## src/rtl/lr35902_pkg.sv

```systemverilog
// Shared constants and types for the LR35902 OAM DMA engine.
// Holds the DMA register address, transfer length and FSM state encoding.
package lr35902_pkg;

    localparam logic [15:0] DMA_REG_ADR = 16'hFF46;
    localparam int          DMA_LEN     = 160;

    typedef enum logic [1:0] {
        ST_IDLE  = 2'd0,
        ST_START = 2'd1,
        ST_XFER  = 2'd2
    } dma_state_t;

    // Sources in E0..FF would hit echo/OAM/IO space; fold them onto WRAM.
    function automatic logic [7:0] dma_eff_hi(input logic [7:0] src);
        return (src >= 8'hE0) ? (src - 8'h20) : src;
    endfunction

endpackage

```

## src/rtl/lr35902_oam_dma.sv

```systemverilog
// LR35902 OAM DMA: copies 160 bytes from {src_hi,00} to OAM, one byte per ce strobe.
// CPU bus accesses pass through; main-bus CPU traffic is locked out while bytes are copied.
module lr35902_oam_dma
    import lr35902_pkg::*;
(
    input  logic        clk,
    input  logic        reset,
    input  logic        ce,

    input  logic [15:0] cpu_adr,
    input  logic        cpu_rd,
    input  logic        cpu_wr,
    input  logic [7:0]  cpu_dout,
    output logic [7:0]  cpu_din,

    output logic [15:0] bus_adr,
    output logic        bus_rd,
    output logic        bus_wr,
    output logic [7:0]  bus_dout,
    input  logic [7:0]  bus_din,

    output logic [7:0]  io_adr,
    output logic        io_rd,
    output logic        io_wr,
    output logic [7:0]  io_dout,
    input  logic [7:0]  io_din,

    output logic [7:0]  oam_adr,
    output logic        oam_we,
    output logic [7:0]  oam_wdata,

    output logic        dma_active
);

    localparam logic [7:0] LAST_IDX = 8'(DMA_LEN - 1);

    dma_state_t state, state_nxt;
    logic [7:0] src_hi, src_hi_nxt;
    logic [7:0] idx, idx_nxt;

    logic is_dma_reg;
    logic is_io;
    logic xfer;
    logic trigger;

    assign is_dma_reg = (cpu_adr == DMA_REG_ADR);
    assign is_io      = (cpu_adr[15:8] == 8'hFF);
    assign xfer       = (state == ST_XFER);
    assign trigger    = ce && cpu_wr && is_dma_reg;

    always_ff @(posedge clk) begin
        if (reset) begin
            state  <= ST_IDLE;
            src_hi <= 8'h00;
            idx    <= 8'h00;
        end else begin
            state  <= state_nxt;
            src_hi <= src_hi_nxt;
            idx    <= idx_nxt;
        end
    end

    always_comb begin
        state_nxt  = state;
        src_hi_nxt = src_hi;
        idx_nxt    = idx;
        if (ce) begin
            case (state)
                ST_START: begin
                    state_nxt = ST_XFER;
                    idx_nxt   = 8'h00;
                end
                ST_XFER: begin
                    if (idx == LAST_IDX) begin
                        state_nxt = ST_IDLE;
                        idx_nxt   = 8'h00;
                    end else begin
                        idx_nxt = idx + 8'h01;
                    end
                end
                default: ;
            endcase
            // A retrigger mid-transfer still lets the current byte land (oam_we is combinational).
            if (trigger) begin
                src_hi_nxt = cpu_dout;
                state_nxt  = ST_START;
                idx_nxt    = 8'h00;
            end
        end
    end

    always_comb begin
        bus_adr    = cpu_adr;
        bus_rd     = 1'b0;
        bus_wr     = 1'b0;
        bus_dout   = cpu_dout;
        io_adr     = cpu_adr[7:0];
        io_rd      = 1'b0;
        io_wr      = 1'b0;
        io_dout    = cpu_dout;
        oam_adr    = idx;
        oam_we     = 1'b0;
        oam_wdata  = bus_din;
        cpu_din    = 8'hFF;
        dma_active = 1'b0;
        if (!reset) begin
            dma_active = (state != ST_IDLE);
            if (xfer) begin
                bus_adr = {dma_eff_hi(src_hi), idx};
                bus_rd  = 1'b1;
                oam_we  = ce;
            end
            // FF46 writes also reach io_wr so any shadow copy elsewhere stays in step.
            if (is_dma_reg) begin
                cpu_din = src_hi;
                io_wr   = cpu_wr;
            end else if (is_io) begin
                io_rd   = cpu_rd;
                io_wr   = cpu_wr;
                cpu_din = io_din;
            end else if (!xfer) begin
                bus_rd  = cpu_rd;
                bus_wr  = cpu_wr;
                cpu_din = bus_din;
            end
        end
    end

endmodule
```

## config.mk

```make
export PLATFORM = sky130hd
export DESIGN_NAME = lr35902_oam_dma
export DESIGN_NICKNAME = d
export VERILOG_FILES = /design/src/rtl/lr35902_pkg.sv /design/src/rtl/lr35902_oam_dma.sv
export SDC_FILE = /design/constraint.sdc
export NUM_CORES = 1
export LEC_CHECK = 0
export CORE_UTILIZATION = 30
export CTS_BUF_LIST = sky130_fd_sc_hd__clkbuf_4 sky130_fd_sc_hd__clkbuf_8 sky130_fd_sc_hd__clkbuf_16
export DETAILED_ROUTE_END_ITERATION = 7
export GPL_TIMING_DRIVEN = 1
export MAX_ROUTING_LAYER = met4
export PLACE_DENSITY_LB_ADDON = 0.2
export SYNTH_ARGS = -nofsm -noshare
export SYNTH_HDL_FRONTEND = slang
export SYNTH_SLANG_ARGS = --single-unit
```

## constraint.sdc

```tcl
create_clock -name clk -period 2.25 [get_ports clk]
set_input_delay 0.3375 -clock clk [delete_from_list [all_inputs] [get_ports clk]]
set_output_delay 0.3375 -clock clk [all_outputs]
set_load 0.1 [all_outputs]
```

==> key figures, run 1 <==
Synthesis
  • Synth Flop Type: dfxtp_1
  • Main area contributors after synthesis: dfxtp_1 22%, buf_4 15%, mux2_2 9.6%, nand2b_1 7.6%, o21ai_0 5.2%
  • Post-Syn Nets: 258
  • Mapped cell area: 1640 um2
  • Sequential fraction of the synthesis area: 22.0%
  • Post-synth EDFFs: 0
  • Commonest cells post-synth: 32 x buf_4, 20 x nand2b_1, 18 x dfxtp_1
  • Asr flop ratio synth: 0%
  • Synth Instances: 211
  • Yosys warnings: 0
  • Yosys reg bits: 18
  • Post-synth top area share: 22.0%
  • Most numerous cell in the Yosys netlist: buf_4
  • Synthesized area per cell: 7.78 um2
  • Area leader, netlist: dfxtp_1
  • Post-synth cell types: 37

Route
  • Drt pass-1 iters: 4
  • Wire per inst: 16.0 um
  • DRT antenna net count: 0
  • Routed WL: 6130 um
  • Iter 0 DRT Violations: 53
  • Vias after detailed routing: 1876
  • Vias per inst: 4.90
  • DR DRC count: 0

STA
  • Normalized max-slew margin: 76.5%
  • Final Cycle Share: 98.2%
  • Clock Skews: 0.00227 ns
  • Fin. Hold Viols: 0
  • RSZ-0062 raised after global routing: false
  • Fmax: 452 MHz
  • Tmin final: 2.21 ns
  • Worst Tran Pin Value: 0.353 ns
  • Final setup viols: 0
  • Worst Hold Slack: 0.526 ns
  • Pins Over Slew Limit: 0

CTS
  • Clk Latency, worst-skew pair: 0.25 ns
  • CTS tree: done
  • Root buffer cell: clkbuf_8
  • H-tree level count: 1
  • Hold_buf cts: 0
  • Worst-path clk slew: 0.06 ns
  • CTS max path bufs: 2
  • Clk sinks: 18
  • CTS Buf Count: 3

Hold path
  • Class of the worst hold path: reg -> reg
  • Hold endpoint: src_hi[4]
  • Hold Crit Start: src_hi[4]
  • Hold path cells: 2

Critical path
  • Arrival @ worst endpoint: 1.87 ns
  • Worst Path Required: 1.91 ns
  • Launching point of the worst reg2reg path: oam_adr[0]
  • Critical-path maximum fanout: 7
  • Setup crit end kind: primary output
  • CP Class: in -> out
  • CP most frequent cell: buf_12
  • R2R Setup Slk: 0.42 ns
  • Worst path slowest cell: or4b_4
  • Cells along the critical path: buf_6, or4b_4, nor4_4, buf_12, buf_8, a21oi_2, o21ai_2, buf_12
  • CP startpoint kind: primary input
  • Worst reg-to-reg path cell count: 6
  • RR Endpoint: oam_adr[5]
  • Crit path largest cell delay: 0.56 ns

Final layout
  • Fill cells: 373
  • Post-layout nets: 362
  • Fin cells: 383
  • Fraction of layout cells with a size suffix above 1: 46.3%
  • Area Growth Syn to Fin: 120%
  • # diodes: 0

Die
  • Total die area: 5770 um2
  • Die height: 76.0 um
  • Site Rows: 26
  • Die width: 76.0 um
  • Io pins: 115
  • Core Box Area: 5170 um2
  • Starting density of the core: 31.7%

Pwr
  • Pleak: 1.45 nW
  • Power Density: 381 nW/um2
  • Worst vdd ir: 0.000302 V

Placed design
  • Cells after DPL: 375
  • GPL Wtd Cong: 0.920
  • Hpwl dp: 4790 um
  • Port bufs: 114

Global route
  • First-pass GRT wire length: 9870 um
  • Initial antenna violation count: 0
  • GR Overflow Total: 0
  • Vias in the first global route: 1839
  • Total GRT Usage: 21.8%
  • Pin count of the biggest net entering global routing: 34

Flow run
  • Maxcap violations: 0

Status
  • Status: finished clean
[cell type report]
type                       count  area, um2  share of cell area, %
inverter                       5       18.8                  0.519
clock buffer                   3       41.3                   1.14
tap                           70       87.6                   2.42
sequential                    18        363                   10.0
timing repair buffer         144       2020                   55.9
multi-input combinational    143       1080                   30.0
[report_power, final]
group	internal, mW	leakage, nW	total [mW]	switching (mW)
Combinational	0.313	1.29	0.840	0.527
Clock	0.119	0.0216	0.219	0.100
Sequential	0.319	0.146	0.319	0.000000990
[worst max-delay path by stage]
| stage | start | end | slack, ns | cells after the start |
|---|---|---|---|---|
| floorplan | cpu_adr[15] | cpu_din[3] | -0.54 | 5 |
| global placement | cpu_adr[3] | cpu_din[5] | -0.22 | 7 |
| detailed placement | cpu_adr[3] | cpu_din[3] | -0.28 | 7 |
| CTS | cpu_adr[0] | cpu_din[5] | 0.001 | 8 |
| global route | cpu_adr[5] | cpu_din[3] | 0.002 | 8 |
| finish | cpu_adr[5] | cpu_din[5] | 0.04 | 8 |
[state kept, by name (all words and copies together), names as in the netlist]
name     count
state        2
src_hi       8
oam_adr      8
[cell usage in the layout (no fill, tap or decap), types with 2 or more instances in the layout]
master,synthesis,routed
nand4_1,3,3
buf_8,0,2
a31oi_1,3,3
dfxtp_1,18,16
nand2_1,11,9
o21ai_0,17,9
buf_12,0,65
a21oi_1,12,7
nor3_1,7,6
o22ai_1,7,7
buf_4,32,31
dfxtp_2,0,2
mux2i_1,8,8
o21ai_4,0,3
nor2_1,8,7
clkdlybuf4s15_1,0,4
o21ai_2,0,4
clkbuf_8,0,3
nand2b_1,20,19
dlygate4sd2_1,0,4
inv_1,5,5
clkdlybuf4s50_1,0,28
a21oi_2,0,4
ha_1,2,2
or3_1,2,2
o21ai_1,1,2
nand3_1,8,8
dlymetal6s2s_1,0,4
mux2_2,14,14
xnor2_1,5,5
buf_2,4,3
buf_6,1,3
nand2_2,0,2
[through the flow]
stage          total power, mW  util (%)  instance area [um2]  setup slack [ns]  setup TNS (ns)
2_1_floorplan            0.841         -                 1720            -0.539           -3.28
3_3_place_gp              1.16      67.2                 3470            -0.221           -3.47
3_5_place_dp              1.17      67.2                 3470            -0.276           -4.62
4_1_cts                   1.38      69.2                 3580           0.00134               0
5_1_grt                   1.42      69.9                 3610           0.00182               0
6_report                  1.38      69.9                 3610            0.0397               0
[timing repair]
action                                  CTS  global route
setup buffers                             5             0
endpoints found under the setup margin   11            11
gates resized for setup                  39            11
pin swaps                                 6             3
[critical path, delay by kind of cell]
kind	cells	cell delay (ns)
AO/OA/AOI/OAI	2	0.16
buffers and inverters	4	0.58
AND/OR/NAND/NOR	2	0.79
[cells by family after synthesis]
logic type	synth area share [%]
and+or+nand+nor	23.4
buffers and inverters	19.5
AOI/OAI and AO/OA	16.5
muxes	14.5
DFF	22.0
xor gates and xnor gates	2.67
adders and majority gates	1.52
[per-layer routing]
metal / vias up / track usage [%] / routed length [um]
met1: 867 / 26.6 / 2590
li1: 919 / - / -
met5: - / - / 0
met2: 83 / 38.2 / 3200
met3: 7 / 1.92 / 243
met4: 0 / 5.96 / 89
(Power assumes the default switching activity.)
==> run 2, diff against run 1 <==
--- a/config.mk
+++ b/config.mk
@@ -5,7 +5,7 @@
 export SDC_FILE = /design/constraint.sdc
 export NUM_CORES = 1
 export LEC_CHECK = 0
-export CORE_UTILIZATION = 30
+export CORE_UTILIZATION = 35
 export CTS_BUF_LIST = sky130_fd_sc_hd__clkbuf_4 sky130_fd_sc_hd__clkbuf_8 sky130_fd_sc_hd__clkbuf_16
 export DETAILED_ROUTE_END_ITERATION = 7
 export GPL_TIMING_DRIVEN = 1
==> run 2 against run 1 <==
  * Global-route usage grew 4.7 points
  * Power is 5.2% higher
  * Critical path type unchanged
  * Clock skew fell by 0.00094 ns
  * The flow now finishes with violations (design-rule violations, negative setup slack)
  * Wire length up 24%
  * Die area decreased by 14%
  * Hold slack improved by 0.018 ns
  * Combinational power grew 3.1%
  * Worst setup slack lost 0.15 ns
  * Flip-flop and latch count did not move
  * Critical path depth increased by 1
==> key figures, run 2 (synthesis gave the netlist of run 1 again) <==
Global route
  • Vias in the first global route: 1931 (+5.0%)
  • Busiest grt layer: met2
  • GR Overflow Total: 0 (unchanged)
  • Initial antenna violation count: 1 (+1)
  • GR Util met1: 31.5% (+4.9 points)
  • Total GRT Usage: 26.5% (+4.7 points)
  • First-pass GRT wire length: 9990 um (+1.3%)
  • GRT met3 Usage: 4.04% (+2.1 points)
  • Pin count of the biggest net entering global routing: 34 (unchanged)
  • Grt met2 use: 46.0% (+7.8 points)

Route
  • Vias after detailed routing: 2054 (+9.5%)
  • Iter 0 DRT Violations: 136 (+160%)
  • Drt pass-1 iters: 6 (+2)
  • DRT antenna net count: 0 (unchanged)
  • DR DRC count: 22 (+22)
  • Vias per inst: 5.52 (+13%)
  • Routed WL: 7610 um (+24%)
  • Wire per inst: 20.5 um (+28%)

CTS
  • CTS Buf Count: 3 (unchanged)
  • Hold_buf cts: 0 (unchanged)
  • Root buffer cell: clkbuf_8
  • CTS tree: done
  • Worst-path clk slew: 0.07 ns (about the same)
  • H-tree level count: 1 (unchanged)
  • Clk Latency, worst-skew pair: 0.25 ns (about the same)
  • Clk sinks: 18 (unchanged)
  • CTS max path bufs: 2 (unchanged)

Critical path
  • CP most frequent cell: buf_4
  • Crit. Startpoint: cpu_adr[9]
  • R2R Setup Slk: 0.56 ns (+0.14 ns)
  • Critical-path maximum fanout: 4 (-3)
  • Launching point of the worst reg2reg path: oam_adr[0]
  • RR Endpoint: oam_adr[5]
  • CP startpoint kind: primary input
  • Crit path max-delay family: buffers and inverters
  • CP Class: in -> out
  • Cells along the critical path: dlygate4sd2_1, nand4_1, buf_4, buf_4, o211ai_1, o21ai_0, buf_4, o21ai_4, buf_12
  • Worst path slowest cell: dlygate4sd2_1
  • Crit path largest cell delay: 0.25 ns (-0.31 ns)
  • Worst Path Required: 1.91 ns (about the same)
  • CP bufs+invs: 5 (+1)
  • Arrival @ worst endpoint: 2.03 ns (+0.16 ns)
  • Worst reg-to-reg path cell count: 6 (unchanged)
  • Setup crit end kind: primary output

Pwr
  • Pleak: 1.46 nW (+0.18%)
  • Power Density: 394 nW/um2 (+3.3%)
  • Worst vdd ir: 0.000346 V (+15%)

STA
  • Tmin final: 2.36 ns (+0.153 ns)
  • Fin. Hold Viols: 0 (unchanged)
  • Worst Hold Slack: 0.544 ns (+0.0182 ns)
  • Final setup viols: 8 (+8)
  • Worst Tran Pin Value: 0.407 ns (+0.0547 ns)
  • Normalized max-slew margin: 72.8% (-3.6 points)
  • Clock Skews: 0.00134 ns (-0.000936 ns)
  • Final WS setup: -0.113 ns (-0.153 ns)
  • RSZ-0062 raised after global routing: true
  • Final Cycle Share: 105% (+6.8 points)
  • Pins Over Slew Limit: 0 (unchanged)
  • Fmax: 423 MHz (-6.5%)

Status
  • Failing checks: design-rule violations, negative setup slack
  • Status: complete, but fails checks

Final layout
  • Most common cell after layout, fill and taps aside: buf_12
  • Area Growth Syn to Fin: 124%
  • Commonest non-fill, non-tap cells in the layout: 64 x buf_12, 36 x buf_4, 32 x clkdlybuf4s50_1, 19 x nand2b_1, 16 x dfxtp_1
  • Fill cells: 220 (-41%)
  • Fraction of layout cells with a size suffix above 1: 48.6% (+2.3 points)
  • Post-layout nets: 367 (+1.4%)

Hold path
  • Class of the worst hold path: reg -> reg
  • Hold path cells: 2 (unchanged)
  • Hold Crit Start: src_hi[4]
  • Hold endpoint: src_hi[4]

Placed design
  • Hpwl dp: 4820 um (+0.51%)
  • Port bufs: 114 (unchanged)
  • GPL Wtd Cong: 0.816 (-11%)
  • Setup WS pre-CTS: -0.266 ns (+0.00986 ns)

Die
  • Core Box Area: 4440 um2 (-14%)
  • Io pins: 115 (unchanged)
  • Total die area: 4970 um2 (-14%)
  • Site Rows: 24 (-7.7%)
  • Die height: 70.5 um (-7.2%)
  • Starting density of the core: 36.9% (+5.2 points)
  • Die width: 70.5 um (-7.2%)

Flow run
  • Maxcap violations: 0 (unchanged)
## run 2: changes by cell type in the layout (fill, tap and decap cells not counted), moves of 2 or more
cell	previous run	this run
buf_8	2	0
clkdlybuf4s50_1	28	32
clkdlybuf4s15_1	4	0
buf_4	31	36
dlymetal6s2s_1	4	0
dlygate4sd2_1	4	8
buf_6	3	6
a21oi_1	7	4
buf_2	3	1
clkbuf_16	0	2
a21oi_4	1	3
## run 2: layout make-up
cell class,count,area [um2],area share [%]
multi-input cells,143,1110,30.2
clock buffers,4,55.1,1.50
flip-flops and latches,18,363,9.86
repair buffers,149,2060,56.1
diodes,1,2.50,0.0680
well taps,52,65.1,1.77
inverters,5,18.8,0.510
## run 2: how the worst max path moves through the flow
| stage | end | cells past startpoint |
|---|---|---|
| after floorplan | cpu_din[3] | 5 |
| after global placement | cpu_din[3] | 7 |
| after detailed placement | cpu_din[7] | 7 |
| after CTS | cpu_din[2] | 7 |
| after global routing | cpu_din[2] | 9 |
| final | cpu_din[6] | 9 |
## run 2: routing by layer
metal / vias up / wire length (um)
met5: - / 0
met4: 0 / 283
met3: 20 / 534
met2: 111 / 3900
met1: 989 / 2890
li1: 934 / -
## run 2: stage by stage
step / cells / area, um2 / power (mW) / TNS, ns / util, %
global route: 372 / 3680 / 1.48 / -1.09 / 82.8
detailed placement: 356 / 3430 / 1.17 / -5.19 / 77.2
global placement: 356 / 3430 / 1.16 / -3.90 / 77.2
CTS: 364 / 3550 / 1.43 / -0.312 / 79.9
finish: 372 / 3680 / 1.45 / -0.741 / 82.8
floorplan: 211 / 1720 / 0.841 / -3.28 / -
## run 2: power by group
part	internal (mW)	total [mW]	switching (mW)	leakage (nW)
Clock	0.155	0.266	0.110	0.0288
Combinational	0.321	0.866	0.545	1.28
Sequential	0.318	0.318	0.00000121	0.146
Total	0.795	1.45	0.655	1.46
## run 2: worst min-delay path, stage by stage (launching register included)
cell and delay (ns):
dfxtp_1 0.36, nand2b_1 0.09, mux2i_1 0.06
## run 2: timing repair
action,4_1_cts,5_1_grt
setup buffers,3,7
resized for setup,29,17
endpoints found under the setup margin,11,23
cloned,1,0
pin swaps,8,5
